<file path="config.mk">
export PLATFORM = sky130hd
export DESIGN_NAME = seq_deser_8b_rx_flat
export DESIGN_NICKNAME = d
export VERILOG_FILES = /design/src/rtl/seq_deser_8b_rx_if.sv /design/src/rtl/seq_deser_8b_rx.sv /design/src/flat_wrapper.sv
export SDC_FILE = /design/constraint.sdc
export NUM_CORES = 1
export LEC_CHECK = 0
export ABC_CLOCK_PERIOD_IN_PS = 2060
export BUFFER_PORTS_ARGS = -buffer_cell sky130_fd_sc_hd__buf_2
export CORE_ASPECT_RATIO = 1.5
export CORE_UTILIZATION = 50
export DETAILED_ROUTE_END_ITERATION = 7
export PLACE_DENSITY = 0.7
export SLEW_MARGIN = 20
export SYNTH_ARGS = -nofsm -noshare
export SYNTH_HDL_FRONTEND = slang
export SYNTH_SLANG_ARGS = --single-unit
</file>
<file path="constraint.sdc">
create_clock -name clk -period 2.06 [get_ports clk]
set_clock_uncertainty 0.05 [all_clocks]
set_input_delay 0.412 -clock clk [delete_from_list [all_inputs] [get_ports clk]]
set_output_delay 0.412 -clock clk [all_outputs]
set_load 0.005 [all_outputs]
</file>
<file path="src/rtl/seq_deser_8b_rx_if.sv">
// Bundle for the serial receiver: bitstream in, byte queue out, plus status.
// The bit source and consumer use master; the receiver uses slave.
interface seq_deser_8b_rx_if;
  logic       en;
  logic       sin;
  logic [7:0] partial;
  logic [2:0] count;
  logic       out_val;
  logic       out_rdy;
  logic [7:0] out_msg;
  logic       overflow;

  modport master (
    output en, sin, out_rdy,
    input  partial, count, out_val, out_msg, overflow
  );

  modport slave (
    input  en, sin, out_rdy,
    output partial, count, out_val, out_msg, overflow
  );
endinterface

</file>
<file path="src/rtl/seq_deser_8b_rx.sv">
// MSB-first serial-to-parallel receiver. Each group of 8 enabled bits forms a byte
// that goes into a small FIFO and leaves over a val/rdy handshake; overflow is sticky.
module seq_deser_8b_rx #(
  parameter int p_depth = 2
) (
  input  logic              clk,
  input  logic              reset,
  seq_deser_8b_rx_if.slave  bus
);
  localparam int PW = (p_depth > 1) ? $clog2(p_depth) : 1;
  localparam int OW = $clog2(p_depth + 1);

  logic [7:0]    partial_p0;
  logic [2:0]    cnt_p0;
  logic [7:0]    mem_p1 [p_depth];
  logic [PW-1:0] head_p1;
  logic [PW-1:0] tail_p1;
  logic [OW-1:0] occ_p1;
  logic          ovf_p1;

  logic [7:0] byte_in;
  logic       complete;
  logic       val;
  logic       full;
  logic       deq;
  logic       enq;
  logic       drop;

  function automatic logic [PW-1:0] ptr_inc(input logic [PW-1:0] p);
    ptr_inc = (p == PW'(p_depth - 1)) ? '0 : p + 1'b1;
  endfunction

  always_comb begin
    byte_in  = {partial_p0[6:0], bus.sin};
    complete = bus.en && (cnt_p0 == 3'd7);
    val      = (occ_p1 != '0);
    full     = (occ_p1 == OW'(p_depth));
    deq      = val && bus.out_rdy;
    // A full queue still accepts a byte when its head leaves on the same edge.
    enq      = complete && (!full || deq);
    drop     = complete && full && !deq;
  end

  // Stage p0: bit shifter and bit counter
  always_ff @(posedge clk) begin
    if (reset) begin
      partial_p0 <= '0;
      cnt_p0     <= '0;
    end else if (bus.en) begin
      partial_p0 <= byte_in;
      cnt_p0     <= cnt_p0 + 3'd1;
    end
  end

  // Stage p1: byte queue control
  always_ff @(posedge clk) begin
    if (reset) begin
      head_p1 <= '0;
      tail_p1 <= '0;
      occ_p1  <= '0;
      ovf_p1  <= 1'b0;
    end else begin
      if (enq) tail_p1 <= ptr_inc(tail_p1);
      if (deq) head_p1 <= ptr_inc(head_p1);
      case ({enq, deq})
        2'b10:   occ_p1 <= occ_p1 + 1'b1;
        2'b01:   occ_p1 <= occ_p1 - 1'b1;
        default: occ_p1 <= occ_p1;
      endcase
      if (drop) ovf_p1 <= 1'b1;
    end
  end

  // Queue storage needs no reset; occupancy alone decides what is visible.
  always_ff @(posedge clk) begin
    if (enq) mem_p1[tail_p1] <= byte_in;
  end

  assign bus.partial  = partial_p0;
  assign bus.count    = cnt_p0;
  assign bus.out_val  = val;
  assign bus.out_msg  = val ? mem_p1[head_p1] : 8'h00;
  assign bus.overflow = ovf_p1;
endmodule

</file>
<file path="src/flat_wrapper.sv">
// flat-port wrapper written by rule: the top's interface ports become plain ports
module seq_deser_8b_rx_flat 
#(
  parameter int p_depth = 2
)
  (clk, reset, bus_en, bus_sin, bus_out_rdy, bus_partial, bus_count, bus_out_val, bus_out_msg, bus_overflow);
  seq_deser_8b_rx_if bus_i ();
  input  logic clk;
  input  logic reset;
  input wire logic [$bits(bus_i.en)-1:0] bus_en;
  input wire logic [$bits(bus_i.sin)-1:0] bus_sin;
  input wire logic [$bits(bus_i.out_rdy)-1:0] bus_out_rdy;
  output wire logic [$bits(bus_i.partial)-1:0] bus_partial;
  output wire logic [$bits(bus_i.count)-1:0] bus_count;
  output wire logic [$bits(bus_i.out_val)-1:0] bus_out_val;
  output wire logic [$bits(bus_i.out_msg)-1:0] bus_out_msg;
  output wire logic [$bits(bus_i.overflow)-1:0] bus_overflow;
  assign bus_i.en = bus_en;
  assign bus_i.sin = bus_sin;
  assign bus_i.out_rdy = bus_out_rdy;
  assign bus_partial = bus_i.partial;
  assign bus_count = bus_i.count;
  assign bus_out_val = bus_i.out_val;
  assign bus_out_msg = bus_i.out_msg;
  assign bus_overflow = bus_i.overflow;
  seq_deser_8b_rx #(.p_depth(p_depth)) u_core (.clk(clk), .reset(reset), .bus(bus_i));
endmodule
</file>
# After elaboration in Yosys (flattened, before gate mapping)
# Memories as Yosys holds them, arrays and structs flattened. A register that Yosys moved wholly into a read port is not among the register bits.
# Index checks and enable logic that the tools add are counted.
dict set report word_totals {
  n_memories 1
  reg_bits 16
  output_inout_bits 21
  input_bits 5
  ram_bits 16
}
dict set report op_classes {
  n_eq_ne 4
  n_reduce_logical 10
  addsub 5
  n_mux 8
}
# name depth width read_ports rd_ports_with_merged_regs write_ports line_no
set memory_table {}
lappend memory_table {u_core.mem_p1 2 8 1 1 1 seq_deser_8b_rx.sv:15} ;# logic [7:0] mem_p1 [p_depth];
# cell count
set ops {}
lappend ops {{8-bit two-way mux} 1}
lappend ops {{1-bit two-way mux} 6}
lappend ops {{1-bit logical AND} 5}
lappend ops {{2-bit == test (second input constant)} 2}
lappend ops {{2-bit one-hot mux with 2 select lines} 1}
lappend ops {{2-bit nonzero test} 2}
lappend ops {{3-bit by 1-bit adder with 3-bit output (second input constant)} 1}
lappend ops {{3-bit == test (second input constant)} 1}
lappend ops {{1-bit adder (second input constant)} 2}
lappend ops {{2-bit by 1-bit adder with 2-bit output (second input constant)} 1}
lappend ops {{2-bit by 1-bit == test with 1-bit output (second input constant)} 1}
lappend ops {{1-bit logical NOT} 2}
lappend ops {{2-bit by 1-bit subtractor with 2-bit output (second input constant)} 1}
lappend ops {{1-bit logical OR} 1}

# Depth between registers and ports, before layout
# Gate-level depths: netlist (run 1).
dict set report depth {
  depth_word 6
  mapped_depth 8
  mapped_depth_nobuf 8
}

# Worst setup path after synthesis (run 1)
# Ideal clock, no wire load.
dict set report synth_path {
  path_kind {reg-to-reg}
  start {register u_core.cnt_p0[0] (netlist: u_core.bus.count[0])}
  end {register u_core.occ_p1[1]}
  setup_time_ns 0.070
  arrival_time_ns 1.813
  stages_incl_launch_ff 8
  required_ns 1.940
  slack_ns 0.127
  synth_period_minus_slack_ns 1.933
  cell_sequence {dfxtp_1 ha_1 ha_1 nand2_1 or2_2 ha_1 or3_1 a21oi_1}
}
dict set report synth_via {
  elab_chain_len 5
  word_cells_on_any_way 7
  cone_classes {eq/ne: 3; mux: 1; reduce/logical: 3}
}
# element line_no
set synth_rtl {}
lappend synth_rtl {{from (decl)} seq_deser_8b_rx.sv:14} ;# logic [2:0] cnt_p0;
lappend synth_rtl {{from (signal assigned)} seq_deser_8b_rx.sv:51} ;# cnt_p0 <= cnt_p0 + 3'd1;
lappend synth_rtl {{3-bit == test *} seq_deser_8b_rx.sv:35} ;# complete = bus.en && (cnt_p0 == 3'd7);
lappend synth_rtl {{1-bit logical AND *} seq_deser_8b_rx.sv:35}
lappend synth_rtl {{1-bit logical AND *} seq_deser_8b_rx.sv:40} ;# enq = complete && (!full || deq);
lappend synth_rtl {{2-bit by 1-bit == test with 1-bit output / 2-bit == test (equally long branches)} seq_deser_8b_rx.sv:65} ;# case ({enq, deq})
lappend synth_rtl {{2-bit one-hot mux with 2 select lines / 2-bit nonzero test (equally long branches)} --}
lappend synth_rtl {{to (signal assigned)} seq_deser_8b_rx.sv:66} ;# 2'b10: occ_p1 <= occ_p1 + 1'b1;
lappend synth_rtl {{to (signal assigned)} seq_deser_8b_rx.sv:67} ;# 2'b01: occ_p1 <= occ_p1 - 1'b1;
lappend synth_rtl {{to (signal assigned)} seq_deser_8b_rx.sv:68} ;# default: occ_p1 <= occ_p1;
lappend synth_rtl {{to (decl)} seq_deser_8b_rx.sv:18} ;# logic [OW-1:0] occ_p1;
# Every way passes the cells marked *; elsewhere a longest branch is shown, timed or not.
# A chain may end at the register's enable or synchronous reset.

# Worst setup path after layout (run 1)
# Same ends and word-level chain as after synthesis.

==> metrics.json, run 1 <==
{
  "clock-sinks": 33,
  "gr_overflow_total": 0,
  "synthesis.area_per_instance_sq_um": 12.3,
  "maxClockFrequency_ghz": 0.517,
  "antenna-diode-count": 0,
  "grt_antenna_before_repair": 0,
  "drtPass1Iterations": 4,
  "first_global_vias": 773,
  "p_int_uw": 833,
  "pin_count": 26,
  "route.detailed.vias_per_inst": 5.17,
  "pwr-share-clk_pct": 30.6,
  "vias": 817,
  "post-dp-hpwl_mm": 1.41,
  "finalHoldViolations": 0,
  "coreArea_sq_um": 2420,
  "layout_cell_share_with_drive_strength_beyond_1_pct": 28.4,
  "finalCritPeriodShare_pct": 93.9,
  "report.final.setup_viol": 0,
  "gpl.final_weighted_congestion": 0.692,
  "cts.path.max_buffers": 2,
  "syn_nets": 111,
  "dieWidth_microns": 43.1,
  "clock-root-buffer": "clkbuf_4",
  "synth.cell_area_sq_um": 1270,
  "setup.reg_to_reg.worst_slack_ns": 0.12,
  "netSwitchingFraction_pct": 21.6,
  "endpoint_arrival_time_on_the_critical_path_ns": 2.15,
  "rsz_0062_raised_after_global_routing": "false",
  "count_of_port_buffers_added_during_placement": 25,
  "class_of_the_tightest_hold_or_removal_check": "in -> reg",
  "worst_margin_slew_ns": 0.458,
  "drt-total-wl_mm": 1.98,
  "worst_setup_path_start_kind": "flip-flop",
  "cts_buffers": 5,
  "leakage_power_total_uw": 0.000642,
  "worst_hold_path.endpoint": "u_core.mem_p1[0][0]",
  "worst-setup-path-type": "reg -> reg",
  "routedWlPerCell_microns": 12.5,
  "areaGrowthSynthToFinish_pct": 17.3,
  "netlist-cell-type-count": 18,
  "worstRegToRegCells": 7,
  "nNetsFinal": 141,
  "post_cts.repair.setup_buffers": 0,
  "gr-usage-all-layers_pct": 17.0,
  "clock_tree_from_tritoncts": "yes",
  "number_of_fill_cells_in_the_layout": 206,
  "critPathMaxFanout": 3,
  "synth_top_area_cell": "edfxtp_1",
  "wire_length_of_the_first_global_routing_pass_mm": 3.37,
  "cts.reportedPaths.clkPinSlew_ns": 0.09,
  "status": "completed",
  "timing.rr.end": "u_core.occ_p1[1]",
  "ir_drop_v": 0.000591,
  "synth.top_cells.by_area": "edfxtp_1, dfxtp_1, mux2i_1",
  "p_seq_share_pct": 65.6,
  "yosys_register_bits": 33,
  "netSwitchingPower_uw": 229,
  "fin_tns_setup_ns": 0,
  "floorplan.initialDensity_pct": 52.3,
  "r2r_start": "u_core.bus.count[0]",
  "timing_max_transition_violations_final": 0,
  "yosysSeqAreaShare_pct": 64.8,
  "dieArea_sq_um": 2740,
  "max-slew-margin-rel_pct": 69.4,
  "rows": 22,
  "vertical_die_dimension_microns": 63.7,
  "synth-warning-count": 0,
  "postSynthCellCount": 103,
  "cellPowerDensity_nw_per_um2": 714,
  "critical_path_required_ns": 2.27,
  "cts-htree-levels": 2,
  "drtIter0Drc": 19,
  "clock_insertion_delay_worst_skew_ns": 0.32,
  "hold_path_startpoint": "bus_sin",
  "max_capacitance_violation_total": 0,
  "remaining_drc_errors": 0,
  "critical_path.endpoint_type": "flip-flop",
  "worstHoldPathCells": 1,
  "worst_hold_slack_ns": 0.254,
  "share_of_yosys_cell_area_claimed_by_the_top_area_cell_type_pct": 37.9,
  "combinationalPowerShare_pct": 3.8,
  "grt_start_max_net_pins": 18,
  "post_detailed_route_count_of_antenna_violating_nets": 0,
  "layout_min_cycle_time_ns": 1.94
}
[worst max-delay path, stage by stage (launching register included)]
cell,delay [ns]
dfxtp_2,0.36
ha_1,0.15
ha_1,0.15
nand2_1,0.07
or2_2,0.31
ha_4,0.26
or3_1,0.37
a21oi_1,0.14
[logic make-up (layout without fill, tap and decap cells)]
logic type                 after synthesis  after routing  synth area share, %
AOI/OAI and AO/OA                        6              6                 2.47
buffers and inverters                    9             40                 3.06
muxes                                   18             18                 14.2
DFF                                     33             33                 64.8
xor gates and xnor gates                 4              4                 2.76
adders and majority gates                3              3                 2.96
and+or+nand+nor                         30             30                 9.77
[final cells by class]
| class | instances | area, sq um | share of cell area [%] |
|---|---|---|---|
| Clock inverter | 3 | 12.5 | 0.842 |
| Timing Repair Buffer | 28 | 148 | 9.93 |
| Inverter | 4 | 15.0 | 1.01 |
| Sequential cell | 33 | 823 | 55.4 |
| Multi-Input combinational cell | 61 | 420 | 28.3 |
| Clock buffer | 5 | 37.5 | 2.53 |
| Tap cell | 24 | 30.0 | 2.02 |
[power by group through the flow]
| stage | combinational (uW) | clock [uW] | sequential (uW) |
|---|---|---|---|
| after floorplan | 25.3 | 0 | 711 |
| after global placement | 39.6 | 0 | 710 |
| after detailed placement | 41.0 | 0 | 711 |
| after CTS | 41.2 | 335 | 696 |
| after global routing | 46.0 | 358 | 698 |
| final | 40.6 | 325 | 697 |
[sequential cells by signal (all words and copies together), names as in the netlist, named ones only]
register / cells
u_core.bus.count: 3
u_core.bus.overflow: 1
u_core.bus.partial: 8
u_core.head_p1: 1
u_core.mem_p1: 16
u_core.occ_p1: 2
u_core.tail_p1: 1
[through the flow]
step	setup WS, ns	cell area [sq um]	std cells	total power, uW	util [%]
floorplan	0.127	1270	103	736	-
global placement	0.128	1420	150	750	58.7
detailed placement	0.0332	1420	150	752	58.7
CTS	0.00765	1470	158	1070	60.7
global route	0.0485	1490	158	1100	61.4
finish	0.125	1490	158	1060	61.4
[synth_stat cells]
library cell and number:
buf_2 1, a31oi_1 1, nand2_1 1, nor3b_1 1, nor2_1 25, ha_1 3, or3_1 2, buf_4 1
mux2i_1 18, or2_2 1, xnor2_1 2, edfxtp_1 16, clkbuf_1 3, inv_1 4, dfxtp_1 17, a21oi_1 2
xor2_1 2, o21ai_0 3
[repair_timing]
action	in CTS	in global routing
gates resized for setup	0	3
hold buffers	0	0
setup endpoints to repair	0	1
[layout by cell type, fill, tap and decap left out, drive strengths merged]
cell	netlist	layout
ha	3	3
or2	1	1
nor2	25	25
inv	4	4
xnor2	2	2
xor2	2	2
clkbuf	3	5
nand2	1	1
mux2i	18	18
a31oi	1	1
edfxtp	16	16
or3	2	2
o21ai	3	3
nor3b	1	1
a21oi	2	2
buf	2	28
dfxtp	17	17
clkinv	0	3
[how the worst max path moves through the flow]
stage	start	end	slack (ns)
4_1_cts	u_core.bus.count[0]	u_core.occ_p1[1]	0.008
5_1_grt	u_core.bus.count[0]	u_core.occ_p1[1]	0.05
6_report	u_core.bus.count[0]	u_core.occ_p1[1]	0.12
3_5_place_dp	u_core.bus.count[0]	u_core.occ_p1[1]	0.03
3_3_place_gp	u_core.bus.count[0]	u_core.occ_p1[1]	0.13
2_1_floorplan	u_core.bus.count[0]	u_core.occ_p1[1]	0.13
[layer usage]
metal / share of wire, % / routed length, microns / global-route usage, %
met3: 4.6 / 91 / 6.30
met4: 2.7 / 53 / 9.09
met2: 51 / 1020 / 27.8
met1: 41 / 814 / 18.4
met5: 0 / 0 / 0
Note: power is estimated with default switching activity, not from simulation.
==> run 2: changes to the inputs <==
BUFFER_PORTS_ARGS = unset   (was -buffer_cell sky130_fd_sc_hd__buf_2)
CORE_ASPECT_RATIO = unset   (was 1.5)
DONT_BUFFER_PORTS = 1   (was unset)
PLACE_DENSITY = 0.61   (was 0.7)
==> metrics.json, run 2 (synthesized netlist as in run 1, its figures left out) <==
{
  "status": "completed",
  "finalHoldViolations": 0,
  "critical_path_required_ns": 2.27,
  "clock_tree_from_tritoncts": "yes",
  "timing_max_transition_violations_final": 0,
  "critPathMaxFanout": 3,
  "post_place_worst_slack_ns": 0.0511,
  "cts.reportedPaths.clkPinSlew_ns": 0.10,
  "finalCritPeriodShare_pct": 92.3,
  "cts.path.max_buffers": 2,
  "critical_path.endpoint_type": "flip-flop",
  "wire_length_of_the_first_global_routing_pass_mm": 2.90,
  "dieArea_sq_um": 2740,
  "worst_margin_slew_ns": 0.621,
  "critical-path-top-cell-by-count": "ha_1",
  "final_util_pct": 59.1,
  "drt-total-wl_mm": 1.82,
  "gpl.final_weighted_congestion": 0.702,
  "critical_path_cell_count": 7,
  "drtIter0Drc": 8,
  "remaining_drc_errors": 0,
  "post_detailed_route_count_of_antenna_violating_nets": 0,
  "antenna-diode-count": 0,
  "critical-path-max-stage-delay_ns": 0.36,
  "grt_start_max_net_pins": 18,
  "class_of_the_tightest_hold_or_removal_check": "in -> reg",
  "combinationalPowerShare_pct": 2.0,
  "gr_overflow_total": 0,
  "netSwitchingFraction_pct": 20.3,
  "report.final.setup_viol": 0,
  "layout_min_cycle_time_ns": 1.90,
  "grt_antenna_before_repair": 0,
  "p_int_uw": 826,
  "cts-htree-levels": 2,
  "netSwitchingPower_uw": 211,
  "number_of_flip_flops_under_the_largest_register_name": 16,
  "rsz_0062_raised_after_global_routing": "false",
  "post_cts.repair.setup_buffers": 0,
  "finalWorstSetupSlack_ns": 0.158,
  "most-common-layout-cells": "nor2_1, mux2i_1, dfxtp_1, edfxtp_1, clkbuf_4",
  "layout_cell_share_with_drive_strength_beyond_1_pct": 10.2,
  "ir_drop_v": 0.000566,
  "clock-root-buffer": "clkbuf_4",
  "worst_path_max_delay_cell": "dfxtp_2",
  "vertical_die_dimension_microns": 52.4,
  "worst_setup_path_start_kind": "flip-flop",
  "worstRegToRegCells": 7,
  "cp_cell_sequence": "ha_1 > ha_1 > nand2_1 > or2_2 > ha_4 > or3_1 > a21oi_1",
  "cts_buffers": 5,
  "cpLargestDelayFamily": "simple AND/OR/NAND/NOR gates",
  "routedWlPerCell_microns": 13.4,
  "max-slew-margin-rel_pct": 58.5,
  "endpoint_arrival_time_on_the_critical_path_ns": 2.12,
  "dieWidth_microns": 52.4,
  "first_global_vias": 644,
  "mostFrequentLayoutCell": "nor2_1",
  "fin_tns_setup_ns": 0,
  "place.detailed.instances": 128,
  "vias": 730,
  "worst_hold_slack_ns": 0.0910,
  "floorplan.initialDensity_pct": 55.2,
  "pwr-share-clk_pct": 30.9,
  "leakage_power_total_uw": 0.000507,
  "post_route_insts_no_fill": 136,
  "rows": 17,
  "max_capacitance_violation_total": 0,
  "count_of_port_buffers_added_during_placement": 0,
  "cellPowerDensity_nw_per_um2": 764,
  "coreArea_sq_um": 2300,
  "drtPass1Iterations": 4,
  "maxClockFrequency_ghz": 0.526,
  "nNetsFinal": 115,
  "timing.critical_path.buf_inv": 0,
  "worst-setup-path-type": "reg -> reg",
  "post-dp-hpwl_mm": 1.26,
  "clock-sinks": 33,
  "areaGrowthSynthToFinish_pct": 7.11,
  "p_seq_share_pct": 67.1,
  "max_flop_register": "u_core.mem_p1",
  "worstHoldPathCells": 1,
  "route.detailed.vias_per_inst": 5.37,
  "pin_count": 26,
  "clock_insertion_delay_worst_skew_ns": 0.32,
  "gr-usage-all-layers_pct": 15.7
}
==> run 2: cell count changes in the layout (fill, tap and decap cells not counted), sizes merged <==
cell,previous run,this run
buf,28,2
==> run 2: final timing paths <==
check	start	end	slack, ns
worst max-delay path	u_core.bus.count[1]	u_core.occ_p1[1]	0.16
worst min register to register	u_core.tail_p1	u_core.tail_p1	0.44
worst min-delay path	reset	u_core.tail_p1	0.09
worst max register to register	u_core.bus.count[1]	u_core.occ_p1[1]	0.16
==> run 2: cell type report <==
cell class | instances | area [sq um]
timing repair buffer | 2 | 15.0
clock inverter | 3 | 12.5
tap | 28 | 35.0
multi-input combinational | 61 | 420
sequential | 33 | 822
inverter | 4 | 15.0
fill | 208 | 940
clock buffer | 5 | 37.5
==> run 2: layer usage <==
| layer | track usage [%] | part of all wire (%) | vias up |
|---|---|---|---|
| met5 | 0 | 0 | - |
| met4 | 6.58 | 1.1 | 0 |
| met3 | 8.70 | 5.9 | 2 |
| met2 | 22.8 | 47 | 19 |
| met1 | 19.2 | 46 | 351 |
| li1 | - | - | 358 |
==> run 2: what timing repair did <==
action / CTS / global route
endpoints found under the setup margin: 0 / 1
hold buffers: 0 / 0
gates resized for setup: 0 / 2
==> run 2: through the flow <==
| step | power (uW) | area (sq um) |
|---|---|---|
| floorplan | 736 | 1270 |
| global placement | 731 | 1290 |
| detailed placement | 732 | 1290 |
| CTS | 1050 | 1340 |
| global route | 1090 | 1360 |
| finish | 1040 | 1360 |
==> run 2: power by group through the flow <==
stage	Combinational [uW]	Sequential, uW	Clock [uW]
after global routing	23.2	697	367
after global placement	19.9	711	0
after CTS	21.1	696	333
after detailed placement	21.1	711	0
after floorplan	25.3	711	0
final	20.7	696	320
==> run 3: changes to the inputs <==
CORE_ASPECT_RATIO = 0.6   (was unset)
==> metrics.json, run 3 (synthesized netlist as in run 1, its figures left out) <==
{
  "areaGrowthSynthToFinish_pct": 12.2,
  "clock-root-buffer": "clkbuf_8",
  "clock_insertion_delay_worst_skew_ns": 0.27,
  "worst-setup-path-type": "reg -> reg",
  "coreArea_sq_um": 2280,
  "class_of_the_tightest_hold_or_removal_check": "in -> reg",
  "critical_path_cell_count": 7,
  "antenna-diode-count": 0,
  "critPathMaxFanout": 3,
  "ir_drop_v": 0.000475,
  "netSwitchingPower_uw": 223,
  "post_place_worst_slack_ns": 0.0266,
  "post-dp-hpwl_mm": 1.33,
  "vias": 710,
  "nNetsFinal": 115,
  "mostFrequentLayoutCell": "nor2_1",
  "cellPowerDensity_nw_per_um2": 903,
  "r2r_start": "u_core.bus.count[1]",
  "cts.path.max_buffers": 2,
  "layout_min_cycle_time_ns": 1.87,
  "finalCritPeriodShare_pct": 90.8,
  "cts_buffers": 5,
  "setup.reg_to_reg.worst_slack_ns": 0.19,
  "clock-sinks": 33,
  "number_of_fill_cells_in_the_layout": 185,
  "max-slew-margin-rel_pct": 60.5,
  "grt_start_max_net_pins": 18,
  "hold_path_startpoint": "reset",
  "rsz_0062_raised_after_global_routing": "false",
  "drtIter0Drc": 41,
  "p_int_uw": 1060,
  "met3_wirelength_microns": 131,
  "worst_margin_slew_ns": 0.591,
  "report.final.setup_viol": 0,
  "floorplan.initialDensity_pct": 55.7,
  "max_flop_register": "u_core.mem_p1",
  "finalWorstSetupSlack_ns": 0.189,
  "leakage_power_total_uw": 0.000529,
  "combinationalPowerShare_pct": 1.6,
  "highest-signal-layer": "met4",
  "layout_cell_share_with_drive_strength_beyond_1_pct": 12.0,
  "status": "completed",
  "dieArea_sq_um": 2750,
  "critical_path.endpoint_type": "flip-flop",
  "timing_max_transition_violations_final": 0,
  "p_seq_share_pct": 54.4,
  "cp_cell_sequence": "ha_1 > ha_2 > nand2_1 > or2_4 > ha_4 > or3_1 > a21oi_1",
  "maxClockFrequency_ghz": 0.535,
  "cts-htree-levels": 2,
  "cpLargestDelayFamily": "simple AND/OR/NAND/NOR gates",
  "pwr-share-clk_pct": 44.0,
  "drtPass1Iterations": 4,
  "netSwitchingFraction_pct": 17.4,
  "remaining_drc_errors": 0,
  "grt_antenna_before_repair": 0,
  "gr_overflow_total": 0,
  "clock_tree_from_tritoncts": "yes",
  "worst_setup_path_start_kind": "flip-flop",
  "endpoint_arrival_time_on_the_critical_path_ns": 2.03,
  "critical-path-max-stage-delay_ns": 0.37,
  "pin_count": 26,
  "timing.rr.end": "u_core.occ_p1[1]",
  "gr-usage-all-layers_pct": 16.6,
  "post_detailed_route_count_of_antenna_violating_nets": 0,
  "number_of_flip_flops_under_the_largest_register_name": 16,
  "critical_path_required_ns": 2.22,
  "timing.critical_path.from": "u_core.bus.count[1]",
  "worst_path_max_delay_cell": "or3_1",
  "post_cts.repair.setup_buffers": 0,
  "timing.critical_path.buf_inv": 0,
  "worst_hold_slack_ns": 0.147,
  "drt-total-wl_mm": 1.95,
  "dieWidth_microns": 67,
  "number_of_buffers_inserted_for_hold_repair_after_clock_tree_synthesis": 0,
  "wire_length_of_the_first_global_routing_pass_mm": 2.91,
  "fin_tns_setup_ns": 0,
  "m1WireLength_microns": 977,
  "routedWlPerCell_microns": 14.1,
  "first_global_vias": 627,
  "vertical_die_dimension_microns": 41,
  "rows": 13,
  "count_of_port_buffers_added_during_placement": 0,
  "wl_met2_microns": 830,
  "worstRegToRegCells": 7,
  "post_cts_resized": 0,
  "finalHoldViolations": 0,
  "gpl.final_weighted_congestion": 0.693,
  "critPathCapture": "u_core.occ_p1[1]",
  "most-common-layout-cells": "nor2_1, mux2i_1, edfxtp_1",
  "max_capacitance_violation_total": 0,
  "route.detailed.vias_per_inst": 5.14,
  "cts.reportedPaths.clkPinSlew_ns": 0.06
}
==> run 3: cell count changes in the layout (fill, tap and decap cells not counted), sizes merged <==
cell / previous run / this run
bufinv: 0 / 1
clkbuf: 5 / 6
clkinv: 3 / 1
==> run 3: per-stage QoR <==
stage	total power [uW]	util, %	area [sq um]	instances
after floorplan	736	-	1270	103
after global placement	731	56.9	1300	130
after detailed placement	733	56.9	1300	130
after CTS	1290	61.6	1400	138
after global routing	1330	62.5	1420	138
final	1280	62.5	1420	138
==> run 3: worst min path at each step <==
stage | endpoint | slack (ns) | cells past startpoint
after floorplan | u_core.bus.overflow | 0.41 | 2
after global placement | u_core.tail_p1 | 0.42 | 2
after detailed placement | u_core.tail_p1 | 0.42 | 2
after CTS | u_core.bus.partial[7] | 0.14 | 1
after global routing | u_core.bus.count[1] | 0.13 | 1
final | u_core.bus.count[1] | 0.15 | 1
==> run 3: routing by layer <==
metal	vias to the layer above	GRT usage (%)
met5	-	0
met4	0	7.98
met3	2	8.33
met2	22	25.0
met1	325	20.1
li1	361	-
==> run 3: cell type report <==
class                           count  area [sq um]  area share, %
Tap cell                           30          37.5           2.64
Inverter                            4          15.0           1.06
Sequential cell                    33           823           57.9
Clock inverter                      2          33.8           2.37
Multi-Input combinational cell     61           425           29.9
Timing Repair Buffer                2          15.0           1.06
Clock buffer                        6          72.6           5.10
==> run 3: power groups by stage <==
stage | logic (uW) | clock network [uW] | registers, uW
2_1_floorplan | 25.3 | 0 | 711
3_3_place_gp | 20.0 | 0 | 711
3_5_place_dp | 21.1 | 0 | 712
4_1_cts | 21.2 | 576 | 697
5_1_grt | 24.4 | 608 | 699
6_report | 20.9 | 565 | 698
==> run 3: worst reg2reg max path, cell delays in order, from the launching register on <==
cell and delay [ns]:
dfxtp_2 0.35, ha_1 0.15, ha_2 0.17, nand2_1 0.07, or2_4 0.25, ha_4 0.25
or3_1 0.37, a21oi_1 0.15
